$ cat src/rtl/ex_stage_pkg.sv
// Shared encodings for the execute stage: op classes, ALU functions, branch kinds
// and the multiplier state type.
package ex_stage_pkg;

    localparam logic [1:0] OP_REG = 2'b00;
    localparam logic [1:0] OP_IMM = 2'b01;
    localparam logic [1:0] OP_MEM = 2'b10;
    localparam logic [1:0] OP_BR  = 2'b11;

    localparam logic [2:0] FUN_ADD = 3'b000;
    localparam logic [2:0] FUN_SUB = 3'b001;
    localparam logic [2:0] FUN_AND = 3'b010;
    localparam logic [2:0] FUN_OR  = 3'b011;
    localparam logic [2:0] FUN_XOR = 3'b100;
    localparam logic [2:0] FUN_SLT = 3'b101;
    localparam logic [2:0] FUN_SHL = 3'b110;
    localparam logic [2:0] FUN_MUL = 3'b111;

    localparam logic [1:0] JP_NONE = 2'b00;
    localparam logic [1:0] JP_BEQ  = 2'b01;
    localparam logic [1:0] JP_BNE  = 2'b10;
    localparam logic [1:0] JP_JMP  = 2'b11;

    typedef enum logic [1:0] {
        ST_IDLE = 2'b00,
        ST_MUL  = 2'b01,
        ST_DONE = 2'b10
    } mulState_e;

    function automatic logic isMulOp(input logic [1:0] op, input logic [2:0] fun);
        return ((op == OP_REG) || (op == OP_IMM)) && (fun == FUN_MUL);
    endfunction

endpackage

$ cat src/rtl/ex_stage_mul.sv
// Sequential shift-add multiplier: one partial product per cycle, DATA_W cycles,
// then a single DONE cycle in which the low DATA_W bits of the product are valid.
module ex_mul_seq
    import ex_stage_pkg::*;
#(
    parameter int DATA_W = 16
) (
    input  logic              clk,
    input  logic              reset,
    input  logic              start,
    input  logic [DATA_W-1:0] a,
    input  logic [DATA_W-1:0] b,
    output logic              busy,
    output logic              done,
    output logic [DATA_W-1:0] product
);

    localparam int CNT_W = $clog2(DATA_W + 1);

    mulState_e         state_q, state_d;
    logic [DATA_W-1:0] mcand_q, mcand_d;
    logic [DATA_W-1:0] mplier_q, mplier_d;
    logic [DATA_W-1:0] acc_q, acc_d;
    logic [CNT_W-1:0]  count_q, count_d;

    always_ff @(posedge clk) begin
        if (reset) begin
            state_q  <= ST_IDLE;
            mcand_q  <= '0;
            mplier_q <= '0;
            acc_q    <= '0;
            count_q  <= '0;
        end else begin
            state_q  <= state_d;
            mcand_q  <= mcand_d;
            mplier_q <= mplier_d;
            acc_q    <= acc_d;
            count_q  <= count_d;
        end
    end

    // Busy covers the accepting IDLE cycle as well, so the front end stalls at once.
    always_comb begin
        state_d  = state_q;
        mcand_d  = mcand_q;
        mplier_d = mplier_q;
        acc_d    = acc_q;
        count_d  = count_q;
        busy     = 1'b0;
        done     = 1'b0;
        case (state_q)
            ST_IDLE: begin
                if (start) begin
                    busy     = 1'b1;
                    mcand_d  = a;
                    mplier_d = b;
                    acc_d    = '0;
                    count_d  = CNT_W'(DATA_W);
                    state_d  = ST_MUL;
                end
            end
            ST_MUL: begin
                busy = 1'b1;
                if (mplier_q[0]) begin
                    acc_d = acc_q + mcand_q;
                end
                mcand_d  = mcand_q << 1;
                mplier_d = mplier_q >> 1;
                count_d  = count_q - CNT_W'(1);
                if (count_q == CNT_W'(1)) begin
                    state_d = ST_DONE;
                end
            end
            ST_DONE: begin
                done    = 1'b1;
                state_d = ST_IDLE;
            end
            default: begin
                state_d = ST_IDLE;
            end
        endcase
    end

    assign product = acc_q;

endmodule

$ cat src/rtl/ex_stage.sv
// Execute stage with EX/MEM pipeline register: ALU, branch resolution and the
// stalling multiplier, registering results for the MEM stage.
module ex_stage
    import ex_stage_pkg::*;
#(
    parameter int DATA_W  = 16,
    parameter int RADDR_W = 3,
    parameter int PC_W    = 8
) (
    input  logic               clk,
    input  logic               reset,
    input  logic [DATA_W-1:0]  ALU_a_EX,
    input  logic [DATA_W-1:0]  ALU_b_EX,
    input  logic [1:0]         op_EX,
    input  logic [2:0]         fun_EX,
    input  logic               ALU_mov_EX,
    input  logic [1:0]         jp_flag_EX,
    input  logic               wite_reg_EX,
    input  logic               wite_mem_EX,
    input  logic               read_mem_EX,
    input  logic [RADDR_W-1:0] addr3_EX,
    input  logic [DATA_W-1:0]  rt_EX,
    input  logic [PC_W-1:0]    Imm_EX,
    input  logic [1:0]         Mux3_EX,
    output logic [DATA_W-1:0]  alu_out_MEM,
    output logic [DATA_W-1:0]  rt_MEM,
    output logic [RADDR_W-1:0] addr3_MEM,
    output logic               wite_reg_MEM,
    output logic               wite_mem_MEM,
    output logic               read_mem_MEM,
    output logic [1:0]         Mux3_MEM,
    output logic               stall,
    output logic               br_taken,
    output logic [PC_W-1:0]    br_target
);

    localparam int SH_W = $clog2(DATA_W);

    logic              mulStart;
    logic              mulBusy;
    logic              mulDone;
    logic [DATA_W-1:0] mulProduct;
    logic [DATA_W-1:0] aluResult;
    logic              brCond;

    logic [DATA_W-1:0]  aluOut_q, aluOut_d;
    logic [DATA_W-1:0]  rt_q, rt_d;
    logic [RADDR_W-1:0] addr3_q, addr3_d;
    logic               wreg_q, wreg_d;
    logic               wmem_q, wmem_d;
    logic               rmem_q, rmem_d;
    logic [1:0]         mux3_q, mux3_d;

    assign mulStart = isMulOp(op_EX, fun_EX) && !reset;

    ex_mul_seq #(
        .DATA_W(DATA_W)
    ) u_mul (
        .clk    (clk),
        .reset  (reset),
        .start  (mulStart),
        .a      (ALU_a_EX),
        .b      (ALU_b_EX),
        .busy   (mulBusy),
        .done   (mulDone),
        .product(mulProduct)
    );

    assign stall = mulBusy && !reset;

    always_comb begin
        aluResult = ALU_a_EX + ALU_b_EX;
        if (ALU_mov_EX) begin
            aluResult = ALU_b_EX;
        end else if ((op_EX == OP_REG) || (op_EX == OP_IMM)) begin
            case (fun_EX)
                FUN_ADD: aluResult = ALU_a_EX + ALU_b_EX;
                FUN_SUB: aluResult = ALU_a_EX - ALU_b_EX;
                FUN_AND: aluResult = ALU_a_EX & ALU_b_EX;
                FUN_OR:  aluResult = ALU_a_EX | ALU_b_EX;
                FUN_XOR: aluResult = ALU_a_EX ^ ALU_b_EX;
                FUN_SLT: aluResult = {{(DATA_W-1){1'b0}}, ($signed(ALU_a_EX) < $signed(ALU_b_EX))};
                FUN_SHL: aluResult = ALU_a_EX << ALU_b_EX[SH_W-1:0];
                FUN_MUL: aluResult = mulProduct;
                default: aluResult = ALU_a_EX + ALU_b_EX;
            endcase
        end
    end

    always_comb begin
        brCond = 1'b0;
        case (jp_flag_EX)
            JP_BEQ:  brCond = (ALU_a_EX == ALU_b_EX);
            JP_BNE:  brCond = (ALU_a_EX != ALU_b_EX);
            JP_JMP:  brCond = 1'b1;
            default: brCond = 1'b0;
        endcase
    end

    assign br_taken  = brCond && !reset && !stall;
    assign br_target = Imm_EX;

    // While the multiplier runs the held instruction must not write anything yet;
    // its control is captured once, together with the product, in the DONE cycle.
    always_comb begin
        aluOut_d = mulDone ? mulProduct : aluResult;
        rt_d     = rt_EX;
        addr3_d  = addr3_EX;
        wreg_d   = wite_reg_EX;
        wmem_d   = wite_mem_EX;
        rmem_d   = read_mem_EX;
        mux3_d   = Mux3_EX;
        if (stall) begin
            wreg_d = 1'b0;
            wmem_d = 1'b0;
            rmem_d = 1'b0;
        end
    end

    always_ff @(posedge clk) begin
        if (reset) begin
            aluOut_q <= '0;
            rt_q     <= '0;
            addr3_q  <= '0;
            wreg_q   <= 1'b0;
            wmem_q   <= 1'b0;
            rmem_q   <= 1'b0;
            mux3_q   <= '0;
        end else begin
            aluOut_q <= aluOut_d;
            rt_q     <= rt_d;
            addr3_q  <= addr3_d;
            wreg_q   <= wreg_d;
            wmem_q   <= wmem_d;
            rmem_q   <= rmem_d;
            mux3_q   <= mux3_d;
        end
    end

    assign alu_out_MEM  = aluOut_q;
    assign rt_MEM       = rt_q;
    assign addr3_MEM    = addr3_q;
    assign wite_reg_MEM = wreg_q;
    assign wite_mem_MEM = wmem_q;
    assign read_mem_MEM = rmem_q;
    assign Mux3_MEM     = mux3_q;

endmodule

$ cat config.mk
export PLATFORM = sky130hd
export DESIGN_NAME = ex_stage
export DESIGN_NICKNAME = d
export VERILOG_FILES = /design/src/rtl/ex_stage_pkg.sv /design/src/rtl/ex_stage_mul.sv /design/src/rtl/ex_stage.sv
export SDC_FILE = /design/constraint.sdc
export NUM_CORES = 1
export LEC_CHECK = 0
export ABC_AREA = 1
export BUFFER_PORTS_ARGS = -buffer_cell sky130_fd_sc_hd__buf_2
export CAP_MARGIN = 10
export CORE_AREA = 2 2 128 130
export CTS_CLUSTER_DIAMETER = 40
export DETAILED_ROUTE_END_ITERATION = 6
export DIE_AREA = 0 0 130 132
export GPL_ROUTABILITY_DRIVEN = 0
export GPL_TIMING_DRIVEN = 0
export PLACE_DENSITY_LB_ADDON = 0.25
export SKIP_LAST_GASP = 1
export SLEW_MARGIN = 30
export SYNTH_ARGS = -nofsm -noshare
export SYNTH_HDL_FRONTEND = slang
export SYNTH_SLANG_ARGS = --single-unit
export TNS_END_PERCENT = 20
$ cat constraint.sdc
create_clock -name clk -period 3 [get_ports clk]
set_input_delay 0.6 -clock clk [delete_from_list [all_inputs] [get_ports clk]]
set_output_delay 0.6 -clock clk [all_outputs]
set_load 0.02 [all_outputs]
==> results, run 1 <==
- The run finished with clean final reports.
- The number of antenna violations at the first check in global routing is 0.
- The layout overhead on the synthesized area is 17.9%.
- Final hold analysis gives a worst-case slack of 0.452 ns.
- Counting flops with an async set or reset pin after synthesis yields a share of 0.
- Data on the critical path is required at its endpoint by 2.40 ns.
- Using the TritonRoute via totals, the vias-per-cell ratio works out to 5.55.
- The overall track demand over capacity in global routing is 0.297.
- The highest routed metal layer is met4.
- The detailed-route via count is 8607.
- After layout, the worst setup slack is 0.0969 ns.
- The number of cells on the worst reg-to-reg path is 9.
- In the final layout, the share of cells above drive strength 1 is 0.161.
- Subtracting the final worst setup slack from the clock period gives 2.90 ns.
- The floorplan step defined a die boundary enclosing 17200 um^2.
- The number of buffer cells added on primary ports is 113.
- The worst stage delay on the critical path is 0.29 ns.
- For this run, the register share of the synthesized area comes to 0.250.
- Hold repair after CTS inserted 0 buffers.
- The endpoint of the worst hold path is Mux3_MEM[0]$_SDFF_PP0_.
- The floorplan step set the die height to 132 um.
- The residual DRC count is 0.
- The arrival time at the worst endpoint is 2.30 ns.
- At the end of the flow the core is filled with cells to 0.571.
- Setup repair after global routing left no endpoint under its margin.
- The sequential cell area in the final layout is 1900 um^2.
- For this run, the detailed router's first-pass iteration total came to 5.
- For this run, the top clock speed supported by timing is 344 MHz.
- The HPWL after detailed placement is 20.8 mm.
- After synthesis the netlist holds a flip-flop and latch count of 95.
- The worst setup path is launched from a primary input.
- The via count of the first global-routing pass is 8050.
- Traced cell by cell, the critical path runs through clkbuf_4, inv_2, ha_4, buf_6, inv_4, nand2_2, nor4_4, nand4_1, buf_6, o21ai_1, a21oi_1, buf_4.
- Across the run, the number of max-cap violations was 0.
- The first routing iteration left 923 violations.
- The count of inserted antenna diode cells is 0.
- The floorplan has 46 rows.
- The detailed router put a total of 10.8 mm of wire on met1.
- For this design the static power due to leakage is 4.35 nW.
- Along the worst path, the maximum fanout reaches 8.
- The worst hold path passes through 3 cells.
- The ratio of total power to cell area is 391 nW/um^2.
- The number of fillers in the final layout is 1594.
- The latest clock arrival within the worst-skew pair is 0.34 ns.
- The total core area is 15700 um^2.
- The synthesized design contains 0 enable-type register cells.
- The number of top-level pins is 124.
- In this run the critical register-to-register path is captured at u_mul.product[10]$_SDFFE_PP0P_.
- STA classifies the critical path endpoint as an output pin.
- The mean cell area of the mapped netlist is 6.33 um^2.
- Setup violations remaining at the end of the flow were counted as 0.
- The synthesized netlist contains 49 unique library cells.
- Buffers inserted during clock tree synthesis total 9.
- The register-to-register setup slack is 0.66 ns.
- The effective utilization at floorplan is 0.485.
- The post-layout net count is 1473.
- The highest-delay cell along the critical path is sky130_fd_sc_hd__nor4_4.
- After clock tree synthesis, the clock-pin slew on the worst setup and hold paths is 0.08 ns.
- The pin count of the biggest net entering global routing is 21.
- At the pin with the least slew margin, the transition time is 0.561 ns.
- Global routing finished with a remaining overflow of 0.
- The chip width is 130 um.
- The total nets after synthesis is 1346.
- The routed length per placed instance is 16.7 um.
- The worst setup skew after layout is 0.00849 ns.
- In the final layout, the multi-input gates occupy 4990 um^2.
- The post-route antenna net violation count is 0.
- The total number of clock tree sinks is 95.
- Summing every instance area after synthesis gives 7610 um^2.
- The class of the tightest hold or removal check is primary input to flip-flop.
- The number of max-slew violations in the final report came to 0.
- The hold violation total from the final report is 0.
- Across the VDD grid, the largest voltage drop is 0.000306 V.
- Summed over all nets, wire length on met2 after detailed routing comes to 12.1 mm.
- Wire segments on met3 add up to 2.33 mm in the final route.
- The worst-case setup slack after placement is -0.567 ns.
- The launch point of the worst reg-to-reg path is u_mul.product[0]$_SDFFE_PP0P_.
- The worst slew slack as a fraction of its limit is 0.626.
- In this run the most critical hold path is launched from Mux3_EX[0].
- The CTS tree is done.
- The level count of the clock H-tree is 3.
- The cell chosen for the clock root is sky130_fd_sc_hd__clkbuf_16.
- The most used flip-flop cell after synthesis is sky130_fd_sc_hd__dfxtp_1.
- After detailed routing, the total wire length is 26.0 mm.
- The largest buffer count on any clock path is 2.
- The final clock period utilization by the worst path is 0.968.
- Yosys printed 0 warnings.
- Counting every instance in the synthesized netlist gives 1203.
- The first global-routing pass estimated 40.4 mm of wire.
- The category of the critical setup timing path is primary input to output pin.
- The cell that appears most often on the critical path is sky130_fd_sc_hd__buf_6.
power by group:
part | switching [mW] | total [mW] | internal [mW]
registers | 0.0178 | 1.33 | 1.31
clock network | 0.539 | 1.21 | 0.674
logic | 0.643 | 0.966 | 0.323
total | 1.20 | 3.51 | 2.31
Yosys cell counts, types with 3 or more instances:
master                       n  area, um^2
sky130_fd_sc_hd__a22oi_1    13        97.6
sky130_fd_sc_hd__or2_2       5        31.3
sky130_fd_sc_hd__and2_1      3        18.8
sky130_fd_sc_hd__buf_4      10        75.1
sky130_fd_sc_hd__buf_2      24         120
sky130_fd_sc_hd__mux2i_1     3        30.0
sky130_fd_sc_hd__nor2_1    130         488
sky130_fd_sc_hd__nand3_2     4        40.0
sky130_fd_sc_hd__o21a_1      3        22.5
sky130_fd_sc_hd__o21ai_0    91         455
sky130_fd_sc_hd__o211ai_1    7        52.6
sky130_fd_sc_hd__nand4_1     8        50.1
sky130_fd_sc_hd__ha_1       66         826
sky130_fd_sc_hd__nand2_1   282        1060
sky130_fd_sc_hd__nand3b_1    4        30.0
sky130_fd_sc_hd__fa_1        3        60.1
sky130_fd_sc_hd__inv_1     134         503
sky130_fd_sc_hd__o221ai_1   16         140
sky130_fd_sc_hd__o21bai_1    8        60.1
sky130_fd_sc_hd__dfxtp_1    95        1900
sky130_fd_sc_hd__a21boi_0    7        52.6
sky130_fd_sc_hd__nand3_1    87         435
sky130_fd_sc_hd__inv_2       6        22.5
sky130_fd_sc_hd__clkbuf_1   17        63.8
sky130_fd_sc_hd__a21oi_1   134         671
sky130_fd_sc_hd__nor3_1      8        40.0
sky130_fd_sc_hd__a31oi_1     3        18.8
layout make-up:
class | instances | share of cell area
multi-input combinational | 911 | 0.556
clock buffer | 9 | 0.0251
tap | 216 | 0.0301
clock inverter | 7 | 0.0109
buffer | 52 | 0.0336
timing repair buffer | 118 | 0.0702
sequential | 95 | 0.212
inverter | 143 | 0.0622
state kept, by name, summed over array words and instances, names as in the netlist:
name and flops:
u_mul.mplier_q 16, wite_reg_MEM 1, u_mul.mcand_q 16, rt_MEM 16, alu_out_MEM 16, read_mem_MEM 1, addr3_MEM 3, u_mul.product 16
wite_mem_MEM 1, u_mul.count_q 5, Mux3_MEM 2, u_mul.state_q 2
metal layers:
metal | global-route usage | vias up
li1 | - | 4217
met2 | 0.489 | 411
met5 | 0 | -
met1 | 0.381 | 3921
met4 | 0.103 | 0
met3 | 0.0678 | 58
stage by stage:
stage | TNS, ns | instance area (um^2) | total power, mW | cells
finish | 0 | 8980 | 3.51 | 1551
floorplan | 0 | 7610 | 1.95 | 1203
global placement | -2.72 | 8450 | 2.23 | 1532
CTS | 0 | 8840 | 3.47 | 1549
detailed placement | -2.87 | 8450 | 2.24 | 1532
global route | 0 | 8980 | 3.67 | 1551
worst max path at each step:
stage / to / depth (start not counted) / start
after CTS: br_taken / 12 / ALU_a_EX[11]
final: br_taken / 12 / ALU_a_EX[13]
after global placement: br_taken / 11 / ALU_b_EX[2]
after floorplan: br_taken / 8 / ALU_b_EX[2]
after global routing: br_taken / 11 / ALU_b_EX[2]
after detailed placement: br_taken / 11 / ALU_b_EX[2]
kinds of logic after synthesis:
family | after synthesis | share of synthesized area
AOI/OAI and AO/OA | 293 | 0.217
DFF | 95 | 0.250
adders and majority gates | 69 | 0.116
muxes | 3 | 0.00394
and+or+nand+nor | 543 | 0.300
xor gates and xnor gates | 3 | 0.00345
buffers and inverters | 197 | 0.109
worst max-delay path, delay by kind of cell:
family | cells | cell delay [ns]
AOI/OAI and AO/OA | 2 | 0.16
adders and majority gates | 1 | 0.21
buffers and inverters | 6 | 0.79
and+or+nand+nor | 3 | 0.53
cell usage in the layout, fill, tap and decap left out, types with 9 or more instances in the layout:
| master | n |
|---|---|
| sky130_fd_sc_hd__clkbuf_1 | 17 |
| sky130_fd_sc_hd__clkbuf_16 | 9 |
| sky130_fd_sc_hd__buf_4 | 18 |
| sky130_fd_sc_hd__nand2_1 | 280 |
| sky130_fd_sc_hd__nand3_1 | 87 |
| sky130_fd_sc_hd__o221ai_1 | 16 |
| sky130_fd_sc_hd__o21ai_0 | 90 |
| sky130_fd_sc_hd__inv_1 | 129 |
| sky130_fd_sc_hd__a22oi_1 | 13 |
| sky130_fd_sc_hd__a21oi_1 | 134 |
| sky130_fd_sc_hd__ha_1 | 59 |
| sky130_fd_sc_hd__dfxtp_1 | 95 |
| sky130_fd_sc_hd__nor2_1 | 125 |
| sky130_fd_sc_hd__buf_2 | 124 |
repair_timing:
item                                    CTS  global route
buffers inserted                          3             2
gates resized for setup                  19            30
gates cloned                              0             0
pin swaps                                 3             4
endpoints found under the setup margin    3             1
(Power assumes the default switching activity.)
==> inputs of run 2 (changes only) <==
--- a/config.mk
+++ b/config.mk
@@ -8,13 +8,13 @@
 export ABC_AREA = 1
 export BUFFER_PORTS_ARGS = -buffer_cell sky130_fd_sc_hd__buf_2
 export CAP_MARGIN = 10
-export CORE_AREA = 2 2 128 130
+export CORE_AREA = 2 2 147 113
 export CTS_CLUSTER_DIAMETER = 40
 export DETAILED_ROUTE_END_ITERATION = 6
-export DIE_AREA = 0 0 130 132
+export DIE_AREA = 0 0 149 115
 export GPL_ROUTABILITY_DRIVEN = 0
 export GPL_TIMING_DRIVEN = 0
-export PLACE_DENSITY_LB_ADDON = 0.25
+export PLACE_DENSITY = 0.7
 export SKIP_LAST_GASP = 1
 export SLEW_MARGIN = 30
 export SYNTH_ARGS = -nofsm -noshare
==> results, run 2 (synthesized netlist as in run 1, its figures left out) <==
- The flow ran to the end, and the final reports show no timing, DRC or antenna violations.
- The clock-pin transition on the worst setup and hold timing paths is 0.07 ns (about the same).
- The number of antenna violations at the first check in global routing is 0 (unchanged).
- The achievable clock frequency came to 342 MHz (-0.81%).
- The final clock period utilization by the worst path is 0.976 (+0.00792).
- The register-to-register setup slack is 0.55 ns (-0.11 ns).
- The final critical delay including setup and external delays is 2.93 ns (+0.0238 ns).
- The most common cell after layout, fill and taps aside is sky130_fd_sc_hd__nand2_1.
- The leakage power figure was 4.37 nW (+0.52%).
- The total internal power is 2.29 mW (-0.75%).
- The fraction of power spent switching nets is 0.339 (-0.00299).
- The effective utilization at floorplan came to 0.484 (about the same).
- The share of layout cells above drive strength 1 is 0.160 (-0.00147).
- The overall track demand over capacity in global routing was 0.308 (+0.0103).
- The latest clock arrival within the worst-skew pair is 0.35 ns (about the same).
- The share of total power in combinational logic is 0.282 (+0.007).
- The kind of start point of the critical path is a primary input.
- The count of inserted antenna diode cells is 0 (unchanged).
- The global-route wire length before repair is 40.6 mm (+0.50%).
- The wire length reported by the detailed router was 27.0 mm (+4.2%).
- The total core area is 15700 um^2 (about the same).
- The total number of clock tree sinks is 95 (unchanged).
- The launch point of the worst reg-to-reg path is u_mul.product[0]$_SDFFE_PP0P_.
- The cell count of the worst reg-to-reg path is 10 (+1).
- The critical path goes through buf_4, inv_1, ha_1, buf_6, nor2_4, nand2_4, nor4_4, nand4_1, buf_6, o21ai_1, a21oi_1, buf_4.
- The element type at the critical path end is an output pin.
- The worst stage delay on the critical path was 0.30 ns (about the same).
- In this run the critical register-to-register path is captured at u_mul.product[14]$_SDFFE_PP0P_.
- The worst slew slack as a fraction of its limit is 0.569 (-0.0575).
- The cell depth of the worst min-delay path is 3 (unchanged).
- The level count of the clock H-tree is 3 (unchanged).
- The residual DRC count is 0 (unchanged).
- The post-route antenna net violation count came to 0 (unchanged).
- The sequential cell area in the final layout is 1900 um^2 (unchanged).
- The count of final setup violators is 0 (unchanged).
- The worst min-delay path startpoint is rt_EX[13].
- The number of max-slew violations in the final report was 0 (unchanged).
- The ratio of total power to cell area came to 388 nW/um^2 (-0.81%).
- The number of buffers inserted for hold repair after clock tree synthesis is 0 (unchanged).
- The non-filler instance count after layout is 1551 (unchanged).
- The power share of the clock group is 0.334 (-0.012).
- The total power draw is 3.47 mW (-1.2%).
- The overflow left after global routing is 0 (unchanged).
- The arrival time at the worst endpoint is 2.33 ns (+0.03 ns).
- The category of the critical setup timing path is primary input to output pin.
- The pin count of the biggest net entering global routing was 21 (unchanged).
- The worst setup skew after layout is 0.00914 ns (+0.000653 ns).
- TritonCTS built the clock tree.
- The routed length per placed instance is 17.4 um (+4.2%).
- The transition time at the pin with the least slew margin is 0.641 ns (+0.0804 ns).
- The number of buffers added by the clock tree synthesis step came to 9 (unchanged).
- The detailed-route via count is 8798 (+2.2%).
- The number of fillers in the final layout is 1586 (-0.50%).
- The class of the tightest hold or removal check is primary input to flip-flop.
- The highest-delay cell along the critical path is sky130_fd_sc_hd__ha_1.
- The endpoint of the worst hold path is rt_MEM[13]$_SDFF_PP0_.
- The placed instance count is 1526 (-0.39%).
- The worst-path maximum fanout is 6 (-2).
- The sequential fraction of design power is 0.384 (+0.005).
- The cell chosen for the clock root is sky130_fd_sc_hd__clkbuf_16.
- The hold violation total from the final report is 0 (unchanged).
- The power spent charging and discharging nets is 1.18 mW (-2.1%).
- The post-detailed-route via-to-cell ratio came to 5.67 (+2.2%).
- The die height is 115 um (-13%).
- The count of max-cap constraint violations came to 0 (unchanged).
- The library cells used most frequently in the layout, excluding fill and tap cells, are sky130_fd_sc_hd__nand2_1 (280), sky130_fd_sc_hd__a21oi_1 (134), sky130_fd_sc_hd__inv_1 (130).
- The post-layout net count is 1479 (+0.41%).
- The number of top-level pins is 124 (unchanged).
- The layout overhead on the synthesized area is 17.5%.
- The HPWL after detailed placement is 21.6 mm (+4.2%).
- The number of buffer cells added on primary ports came to 113 (unchanged).
- The via count of the first global-routing pass is 7485 (-7.0%).
- The chip width is 149 um (+15%).
- The first-iteration detailed-routing DRC count came to 1083 (+17%).
- The largest buffer count on any clock path is 2 (unchanged).
- The largest vdd supply drop is 0.000287 V (-6.3%).
- The floorplan die area is 17100 um^2 (-0.15%).
- The multi-input logic area is 4940 um^2 (-1.1%).
- The floorplan row count came to 40 (-13%).
- The first-pass iteration count of the detailed router is 5 (unchanged).
- The required time reported for the critical path endpoint came to 2.40 ns (about the same).
==> run 2: cell type report <==
cell class	instances	share of cell area
plain buffers	51	0.0332
clock buffers	10	0.0256
clock inverters	6	0.00783
inverters	143	0.0627
multi-input cells	911	0.552
flip-flops and latches	95	0.213
well taps	210	0.0294
repair buffers	125	0.0762
==> run 2: through the flow <==
step	setup slack, ns	instance area, um^2	setup TNS (ns)	utilization	hold slack [ns]
2_1_floorplan	0.146	7610	0	-	0.440
3_3_place_gp	-0.649	8440	-3.63	0.537	0.453
3_5_place_dp	-0.653	8440	-3.70	0.537	0.457
4_1_cts	0.00869	8830	0	0.562	0.445
5_1_grt	-0.00718	8940	-0.00718	0.569	0.444
6_report	0.0731	8940	0	0.569	0.448
==> run 2: worst max-delay path, delay by kind of cell <==
| family | cells | cell delay [ns] |
|---|---|---|
| AOI/OAI and AO/OA | 2 | 0.16 |
| adders and majority gates | 1 | 0.30 |
| buffers and inverters | 5 | 0.66 |
| and+or+nand+nor | 4 | 0.61 |
==> run 2: layer usage <==
layer	wire, um	up-vias	track usage
met5	0	-	0
met2	10700	531	0.427
li1	-	4235	-
met3	3370	40	0.0770
met1	12500	3992	0.472
met4	483	0	0.0698
==> run 2: what timing repair did <==
action	CTS	global route
setup endpoints to repair	3	1
hold endpoints to repair	0	0
buffers inserted	4	8
resized for setup	24	19
pin swaps	3	6
==> run 2: how the worst max path moves through the flow <==
stage                 start       end  slack, ns  cells after the start
3_3_place_gp    ALU_b_EX[2]  br_taken      -0.65                     11
6_report        ALU_b_EX[9]  br_taken       0.07                     12
3_5_place_dp    ALU_b_EX[2]  br_taken      -0.65                     11
4_1_cts        ALU_a_EX[11]  br_taken      0.009                     12
2_1_floorplan   ALU_b_EX[2]  br_taken       0.15                      8
5_1_grt        ALU_b_EX[10]  br_taken     -0.007                     12
==> run 2: power by group through the flow <==
stage          logic, mW  clock network [mW]  registers [mW]
2_1_floorplan      0.544                   0            1.40
3_5_place_dp       0.889                   0            1.36
4_1_cts            0.917                1.17            1.33
5_1_grt             1.06                1.23            1.33
3_3_place_gp       0.881                   0            1.36
6_report           0.979                1.16            1.33
